### src/rtl/fft_pkg.sv
// Shared definitions for the CWT FFT datapath: widths, twiddle format,
// saturation bounds, complex sample type and the round/saturate helper.
package fft_pkg;

  localparam int unsigned DATA_W   = 16;
  localparam int unsigned TW_W     = 16;
  localparam int unsigned TW_FRAC  = 8;
  localparam int unsigned ADDR_W   = 5;
  localparam int unsigned TW_DEPTH = 28;

  // Full-precision product and sum widths
  localparam int unsigned PROD_W = DATA_W + TW_W;
  localparam int unsigned SUM_W  = PROD_W + 1;

  localparam logic signed [DATA_W-1:0] SAT_MAX = {1'b0, {(DATA_W-1){1'b1}}};
  localparam logic signed [DATA_W-1:0] SAT_MIN = {1'b1, {(DATA_W-1){1'b0}}};

  // Half an output LSB at twiddle scale, for round half-up
  localparam logic signed [SUM_W-1:0] RND_HALF = SUM_W'(1) << (TW_FRAC - 1);

  typedef struct packed {
    logic signed [DATA_W-1:0] re;
    logic signed [DATA_W-1:0] im;
  } cplx_t;

  // Round half-up, drop the twiddle fraction, clamp to the sample range
  function automatic logic signed [DATA_W-1:0] round_sat(input logic signed [SUM_W-1:0] v);
    logic signed [SUM_W-1:0] r;
    r = (v + RND_HALF) >>> TW_FRAC;
    if (r > SUM_W'(SAT_MAX)) begin
      return SAT_MAX;
    end else if (r < SUM_W'(SAT_MIN)) begin
      return SAT_MIN;
    end
    return DATA_W'(r);
  endfunction

endpackage

### src/rtl/fft_cmul_round_sat.sv
// Registered 4-multiplier complex product stage with combinational
// add / round half-up / saturate on the registered products.
// Ports: clk, rst (sync, active-high), en (stage advance), in_valid/in_last
// with sample a and twiddle c + jd; out_valid/out_last registered with the
// products; res_c is the combinational rounded, saturated result.
module fft_cmul_round_sat
  import fft_pkg::*;
(
  input  logic                   clk,
  input  logic                   rst,
  input  logic                   en,
  input  logic                   in_valid,
  input  logic                   in_last,
  input  cplx_t                  a,
  input  logic signed [TW_W-1:0] c,
  input  logic signed [TW_W-1:0] d,
  output logic                   out_valid,
  output logic                   out_last,
  output cplx_t                  res_c
);

  logic signed [DATA_W-1:0] a_re;
  logic signed [DATA_W-1:0] a_im;
  logic signed [PROD_W-1:0] p_ac;
  logic signed [PROD_W-1:0] p_bd;
  logic signed [PROD_W-1:0] p_ad;
  logic signed [PROD_W-1:0] p_bc;
  logic signed [SUM_W-1:0]  sum_re;
  logic signed [SUM_W-1:0]  sum_im;

  assign a_re = a.re;
  assign a_im = a.im;

  // Product registers; only loaded for real samples
  always_ff @(posedge clk) begin
    if (rst) begin
      out_valid <= 1'b0;
      out_last  <= 1'b0;
      p_ac      <= '0;
      p_bd      <= '0;
      p_ad      <= '0;
      p_bc      <= '0;
    end else if (en) begin
      out_valid <= in_valid;
      if (in_valid) begin
        out_last <= in_last;
        p_ac     <= PROD_W'(a_re) * PROD_W'(c);
        p_bd     <= PROD_W'(a_im) * PROD_W'(d);
        p_ad     <= PROD_W'(a_re) * PROD_W'(d);
        p_bc     <= PROD_W'(a_im) * PROD_W'(c);
      end
    end
  end

  // (a+jb)(c+jd): real = ac - bd, imag = ad + bc
  always_comb begin
    sum_re   = SUM_W'(p_ac) - SUM_W'(p_bd);
    sum_im   = SUM_W'(p_ad) + SUM_W'(p_bc);
    res_c    = '0;
    res_c.re = round_sat(sum_re);
    res_c.im = round_sat(sum_im);
  end

endmodule

### src/rtl/fft_twiddle_mult.sv
// Streaming twiddle multiply stage behind the twiddle ROM pair.
// Generates the shared ROM address per accepted sample, aligns the sample
// with the ROM's 1-cycle registered data, and emits the rounded, saturated
// complex product with valid/ready flow control (3 register stages).
// Ports: clk, rst (sync, active-high); in_valid/in_ready/in_re/in_im/in_last
// upstream; rom_addr/tw_re/tw_im to the ROMs; out_valid/out_ready/out_re/
// out_im/out_last downstream.
module fft_twiddle_mult
  import fft_pkg::*;
(
  input  logic                     clk,
  input  logic                     rst,
  input  logic                     in_valid,
  output logic                     in_ready,
  input  logic signed [DATA_W-1:0] in_re,
  input  logic signed [DATA_W-1:0] in_im,
  input  logic                     in_last,
  output logic [ADDR_W-1:0]        rom_addr,
  input  logic signed [TW_W-1:0]   tw_re,
  input  logic signed [TW_W-1:0]   tw_im,
  output logic                     out_valid,
  input  logic                     out_ready,
  output logic signed [DATA_W-1:0] out_re,
  output logic signed [DATA_W-1:0] out_im,
  output logic                     out_last
);

  logic              en;
  logic              accept;
  logic [ADDR_W-1:0] addr_cnt;

  logic              s1_valid;
  logic              s1_last;
  logic [ADDR_W-1:0] s1_addr;
  cplx_t             s1_smp;

  logic              s2_valid;
  logic              s2_last;
  cplx_t             s2_res_c;

  // Whole pipeline advances together whenever the output slot can move
  assign en       = !out_valid || out_ready;
  assign in_ready = en;
  assign accept   = in_valid && en;

  // While stalled, re-present S1's address so the ROM keeps its twiddle aligned
  always_comb begin
    rom_addr = addr_cnt;
    if (rst) begin
      rom_addr = '0;
    end else if (!en) begin
      rom_addr = s1_addr;
    end
  end

  // Twiddle index; a frame end restarts the sequence
  always_ff @(posedge clk) begin
    if (rst) begin
      addr_cnt <= '0;
    end else if (accept) begin
      if (in_last || addr_cnt == ADDR_W'(TW_DEPTH - 1)) begin
        addr_cnt <= '0;
      end else begin
        addr_cnt <= addr_cnt + ADDR_W'(1);
      end
    end
  end

  // S1: sample waiting for its twiddle from the ROM
  always_ff @(posedge clk) begin
    if (rst) begin
      s1_valid <= 1'b0;
      s1_last  <= 1'b0;
      s1_addr  <= '0;
      s1_smp   <= '0;
    end else if (en) begin
      s1_valid <= in_valid;
      if (in_valid) begin
        s1_last   <= in_last;
        s1_addr   <= addr_cnt;
        s1_smp.re <= in_re;
        s1_smp.im <= in_im;
      end
    end
  end

  // S2: products
  fft_cmul_round_sat u_cmul (
    .clk       (clk),
    .rst       (rst),
    .en        (en),
    .in_valid  (s1_valid),
    .in_last   (s1_last),
    .a         (s1_smp),
    .c         (tw_re),
    .d         (tw_im),
    .out_valid (s2_valid),
    .out_last  (s2_last),
    .res_c     (s2_res_c)
  );

  // S3: output registers, held while downstream stalls
  always_ff @(posedge clk) begin
    if (rst) begin
      out_valid <= 1'b0;
      out_re    <= '0;
      out_im    <= '0;
      out_last  <= 1'b0;
    end else if (en) begin
      out_valid <= s2_valid;
      if (s2_valid) begin
        out_re   <= s2_res_c.re;
        out_im   <= s2_res_c.im;
        out_last <= s2_last;
      end
    end
  end

endmodule

### config.mk
export PLATFORM = sky130hd
export DESIGN_NAME = fft_twiddle_mult
export DESIGN_NICKNAME = d
export VERILOG_FILES = /design/src/rtl/fft_pkg.sv /design/src/rtl/fft_cmul_round_sat.sv /design/src/rtl/fft_twiddle_mult.sv
export SDC_FILE = /design/constraint.sdc
export NUM_CORES = 2
export LEC_CHECK = 0
export CAP_MARGIN = 20
export CORE_ASPECT_RATIO = 0.5
export CORE_MARGIN = 3
export CORE_UTILIZATION = 30
export CTS_CLUSTER_DIAMETER = 60
export CTS_CLUSTER_SIZE = 8
export DETAILED_ROUTE_END_ITERATION = 6
export GPL_ROUTABILITY_DRIVEN = 1
export PLACE_DENSITY_LB_ADDON = 0.1
export REMOVE_ABC_BUFFERS = 1
export SLEW_MARGIN = 20
export SYNTH_ARGS = -nofsm -noshare
export SYNTH_HDL_FRONTEND = slang
export SYNTH_HIERARCHICAL = 1
export SYNTH_SLANG_ARGS = --single-unit
### constraint.sdc
create_clock -name clk -period 13.8 [get_ports clk]
set_input_delay 2.07 -clock clk [delete_from_list [all_inputs] [get_ports clk]]
set_output_delay 2.07 -clock clk [all_outputs]
set_load 0.1 [all_outputs]
## After elaboration in Yosys (flattened, before gate mapping)

Cells that the tools add are included.
W data, S select, Z words.

- Register bits after elaboration: 208
- Logic and storage cells: 50
- Bits of input ports: 69
- Output and inout bits: 40

- $mul: 4
- Reductions and logical operators: 7
- Magnitude comparators: 4
- Add/subtract/negate cells: 5
- Eq/ne operators: 1
- Mux-type cells: 13

Operators by type and width:

| kind | count |
|---|---|
| $mul A16 B16 Y32 | 4 |
| $mux W16 | 6 |
| $add A33 B9 Y33 const B | 2 |
| $gt A25 B16 Y1 const B | 2 |
| $lt A25 B16 Y1 const B | 2 |
| $add A32 B32 Y33 | 1 |
| $sub A32 B32 Y33 | 1 |
| $mux W5 | 3 |
| $reduce_and A2 Y1 | 3 |
| $add A5 B1 Y5 const B | 1 |
| $eq A5 B5 Y1 const B | 1 |
| $mux W1 | 4 |
| $logic_or A1 B1 Y1 | 2 |
| $logic_and A1 B1 Y1 | 1 |
| $logic_not A1 Y1 | 1 |

## Depth between registers and ports, before layout

- Word-level depth: 6
- Gate-level depth with buffers: 25
- Mapped depth without buffers: 24

## Modules after synthesis

Netlist, hierarchy kept.

Modules (own cells, without submodules):

| module | cells an instance | seq. area each (µm²) | area an instance (µm²) | instances |
|---|---|---|---|---|
| fft_cmul_round_sat | 5282 | 2602.5 | 46950.0 | 1 |
| fft_twiddle_mult | 366 | 1561.5 | 2842.7 | 1 |

## Worst setup path before layout

OpenSTA, ideal clock, no wires.

- Kind: input port to flip-flop
- From: input port tw_re[1]
- To: register u_cmul.p_bc[29]
- Library setup time: 129 ps
- Data required time: 13671 ps
- Path slack: 5881 ps
- Path buffers: 1
- Stages: 21
- Arrival: 7790 ps
- Path through: clkbuf_1 nand2_1 inv_1 fa_1 fa_1 fa_1 fa_1 fa_1 inv_1 fa_1 inv_1 ha_1 a21o_1 a21o_1 a21o_1 a21o_1 a221o_1 a21o_1 a21oi_1 xor2_1 o21ai_0

- Longest elaborated chain between the ends: 1

RTL lines:

| element | line | RTL |
|---|---|---|
| start: declaration | fft_twiddle_mult.sv:19 | `input logic signed [TW_W-1:0] tw_re,` |
| $mul A16 B16 Y32 | fft_cmul_round_sat.sv:50 | `p_bc <= PROD_W'(a_im) * PROD_W'(c);` |
| end signal: assignment | fft_cmul_round_sat.sv:50 |  |
| end: declaration | fft_cmul_round_sat.sv:27 | `logic signed [PROD_W-1:0] p_bc;` |

No other way between the ends.
A chain may end at the register's enable or synchronous reset.

## Worst setup path after layout

- From: input port tw_re[15]
- To: register u_cmul.p_ac[29]

- Longest elaborated chain between the ends: 1

RTL lines:

| element | line | RTL |
|---|---|---|
| $mul A16 B16 Y32 | fft_cmul_round_sat.sv:47 | `p_ac <= PROD_W'(a_re) * PROD_W'(c);` |
| end signal: assignment | fft_cmul_round_sat.sv:47 |  |
| end: declaration | fft_cmul_round_sat.sv:24 | `logic signed [PROD_W-1:0] p_ac;` |

No other way between the ends.

==> qor.txt <==
status: finished clean
Hold Startpoint: out_re[14]
number of global-route vias before repair: 39800
slowest stage delay, CP: 0.73 ns
final RePlAce weighted congestion: 0.807
Tmin final: 9.41 ns
CP required: 14.26 ns
P_leak: 27.1 nW
CP Class: in -> reg
DP Wirelength: 114000 µm
DR WL/cell: 19.6 µm
met2 wire len: 61900 µm
row count: 105
initial antenna violation count: 3
final-report max-slew violation count: 0
drt pass-1 iters: 5
Synth warnings: 6
Setup crit end: u_cmul/p_ac[29]
Syn-to-layout area delta: 9.49%
CTS tree: done
synth unique cells: 76
CP Cell Sequence: clkdlybuf4s50_1 > clkinv_1 > buf_4 > nor2_1 > fa_1 > fa_1 > fa_1 > fa_1 > fa_1 > inv_1 > fa_1 > inv_1 > ha_1 > a211oi_1 > o21ai_0 > o211ai_1 > o21ai_1 > a221oi_1 > o21ai_1 > a31oi_1 > xor2_1 > o21ai_1
Worst-Skew Late Latency: 0.61 ns
asr flop ratio synth: 0
Slew Limit Headroom: 0.252
setup tns final: 0 ns
DIE HEIGHT: 294 µm
Final setup viols: 0
register bit total from synthesis: 208
reg-to-reg setup timing slack: 6.16 ns
post-CTS setup buffer count: 0
post-synthesis sequential area ratio: 0.0836
vias per cell: 4.67
worst hold path type: reg -> reg
GRT overflow: 0
final WL: 154000 µm
die area: 171000 µm²
# nets final: 7180
Metal-1 WL: 79700 µm
Primary FF master, synth: dfxtp_1
final instance area: 54500 µm²
commonest non-fill, non-tap cell in the layout: inv_1
Max Fanout on Critical Path: 15
Final ANT Viol Nets: 0
clk_skew: 0.0323 ns
Clock Sinks: 208
Crit-path slowest cell: a221oi_1
share of layout cells above drive strength 1: 0.0311
syn avg cell area: 8.82 µm²
VDD IR-drop max: 0.000235 V
via count: 36600
worst-margin pin slew: 1.12 ns
fin cells: 7830
clock buffer depth: 3
Cell Area, Synth: 49800 µm²
clk slew on worst S/H paths: 0.05 ns
drt initial violations: 2093
area post-placement: 53200 µm²
Max Fclk: 106 MHz
Worst setup EP type: flop
final period utilization: 0.682
Critical Path AT: 9.87 ns
CP Launch Type: input port
Core ar.: 164000 µm²
Hold Slack: 0.453 ns
# IOs: 109
RSZ-0062 raised after global routing: no
first-pass GRT wire length: 246000 µm
placed cells: 7763
endpoints failing hold: 0
H-Tree Depth: 2
root buf cell: clkbuf_16
Max Used Layer: met4
Inserted Clock Buffers: 39
Buffers on Ports: 108
max-cap violation count: 0
EDFF count, synth: 0
Total GRT Usage: 0.187
Post-Syn Instances: 5648
Hold-fix buffers, CTS: 0
worst reg2reg path startpoint: s1_smp[26]
power per cell area: 164 nW/µm²
routed length on met3: 9590 µm
die width: 582 µm
Reg2Reg Depth: 21
reg-to-reg critical path endpoint: u_cmul/p_ac[29]
most frequent cells in the layout: inv_1, fa_1, nand2_1, and2_1, ha_1
most used cell, CP: fa_1
DRC: 0
pin count of the biggest net entering global routing: 60
CTS resizes: 0
Setup crit start: tw_re[15]
initial core utilization: 0.303
==> routing by layer <==
| layer | vias to the layer above | track usage |
|---|---|---|
| met5 | - | 0 |
| met4 | 0 | 0.0323 |
| met3 | 100 | 0.0335 |
| met2 | 859 | 0.270 |
| met1 | 18700 | 0.291 |
| li1 | 16900 | - |
==> where the power goes <==
group / internal (mW) / total [mW] / switching (mW) / leakage (nW)
Combinational: 2.89 / 7.10 / 4.20 / 24.8
Clock: 0.624 / 1.00 / 0.381 / 0.620
Sequential: 0.732 / 0.835 / 0.102 / 1.70
Total: 4.25 / 8.94 / 4.69 / 27.1
==> critical path, delay by kind of cell <==
family	cells	cell delay [ns]
xor gates and xnor gates	1	0.19
and+or+nand+nor	1	0.15
buffers and inverters	5	1.85
AOI/OAI and AO/OA	8	2.38
adders and majority gates	7	3.16
==> through the flow <==
step           worst slack (ns)  utilization  total power [mW]
6_report                   4.39        0.331              8.94
5_1_grt                    4.02        0.331              10.0
4_1_cts                    4.53        0.331              9.02
3_5_place_dp               3.88        0.323              7.93
3_3_place_gp               4.05        0.323              7.89
2_1_floorplan              6.04            -              6.06
==> cell families (layout without fill, tap and decap cells) <==
logic type,Yosys count,after routing,synth area share
multiplexers,5,5,0.00101
flip-flops,208,208,0.0836
other,0,6,0
AND/OR/NAND/NOR,1659,1659,0.158
adder cells (fa/ha/maj),1499,1499,0.535
buffers and inverters,1460,1443,0.111
AO/OA/AOI/OAI,637,637,0.0796
XOR/XNOR,180,180,0.0317
==> how the worst min path moves through the flow <==
stage                      end  slack (ns)  cells past startpoint
2_1_floorplan  u_cmul/p_ad[31]        0.43                      2
4_1_cts        u_cmul/p_bd[18]        0.45                      2
5_1_grt        u_cmul/p_bd[11]        0.47                      2
3_3_place_gp    u_cmul/p_ad[0]        0.44                      2
6_report            out_re[14]        0.45                      2
3_5_place_dp   u_cmul/p_bd[18]        0.45                      2
==> sequential cells by signal, indices dropped and copies added (netlist names) <==
register / flops
s1_smp: 32
u_cmul/p_ac: 32
u_cmul/p_ad: 32
u_cmul/p_bc: 32
u_cmul/p_bd: 32
out_im: 16
out_re: 16
addr_cnt: 5
s1_addr: 5
out_last: 1
out_valid: 1
s1_last: 1
s1_valid: 1
u_cmul/out_last: 1
u_cmul/out_valid: 1
==> Yosys cell counts, drive strengths merged, types with 4 or more instances <==
| cell type | count | area share |
|---|---|---|
| o21a | 14 | 0.0021 |
| a41oi | 4 | 0.00070 |
| and3 | 18 | 0.0023 |
| a31oi | 20 | 0.0025 |
| clkbuf | 244 | 0.018 |
| nand4 | 11 | 0.0014 |
| o31ai | 4 | 0.00088 |
| nor3 | 25 | 0.0025 |
| nor4 | 4 | 0.00050 |
| nor2 | 133 | 0.010 |
| xor2 | 62 | 0.011 |
| buf | 20 | 0.0022 |
| nand3 | 40 | 0.0040 |
| a311oi | 4 | 0.00070 |
| ha | 451 | 0.11 |
| inv | 1195 | 0.090 |
| a211oi | 23 | 0.0036 |
| a21o | 107 | 0.016 |
| and2 | 497 | 0.062 |
| or3 | 7 | 0.00088 |
| a31o | 6 | 0.0011 |
| a21oi | 282 | 0.029 |
| o21bai | 24 | 0.0036 |
| xnor2 | 118 | 0.021 |
| a221o | 4 | 0.00080 |
| fa | 1048 | 0.42 |
| nand2 | 852 | 0.064 |
| or2 | 4 | 0.00050 |
| o21ai | 97 | 0.010 |
| nor2b | 18 | 0.0024 |
| or4 | 5 | 0.00075 |
| nand3b | 6 | 0.00090 |
| a2111oi | 5 | 0.00088 |
| mux2i | 5 | 0.0010 |
| o211ai | 10 | 0.0016 |
| a211o | 7 | 0.0012 |
| dfxtp | 208 | 0.084 |
| nand2b | 31 | 0.0039 |
==> area by class of cell <==
| type | count | area, µm² |
|---|---|---|
| Fill cell | 17300 | 110000 |
| Clock buffer | 45 | 1030 |
| Antenna cell | 6 | 15.0 |
| Clock inverter | 15 | 256 |
| Timing Repair Buffer | 187 | 1680 |
| Inverter | 1196 | 4500 |
| Sequential cell | 208 | 4170 |
| Multi-Input combinational cell | 3980 | 40100 |
| Tap cell | 2193 | 2740 |
No activity file was read; power rests on OpenSTA's default activity.
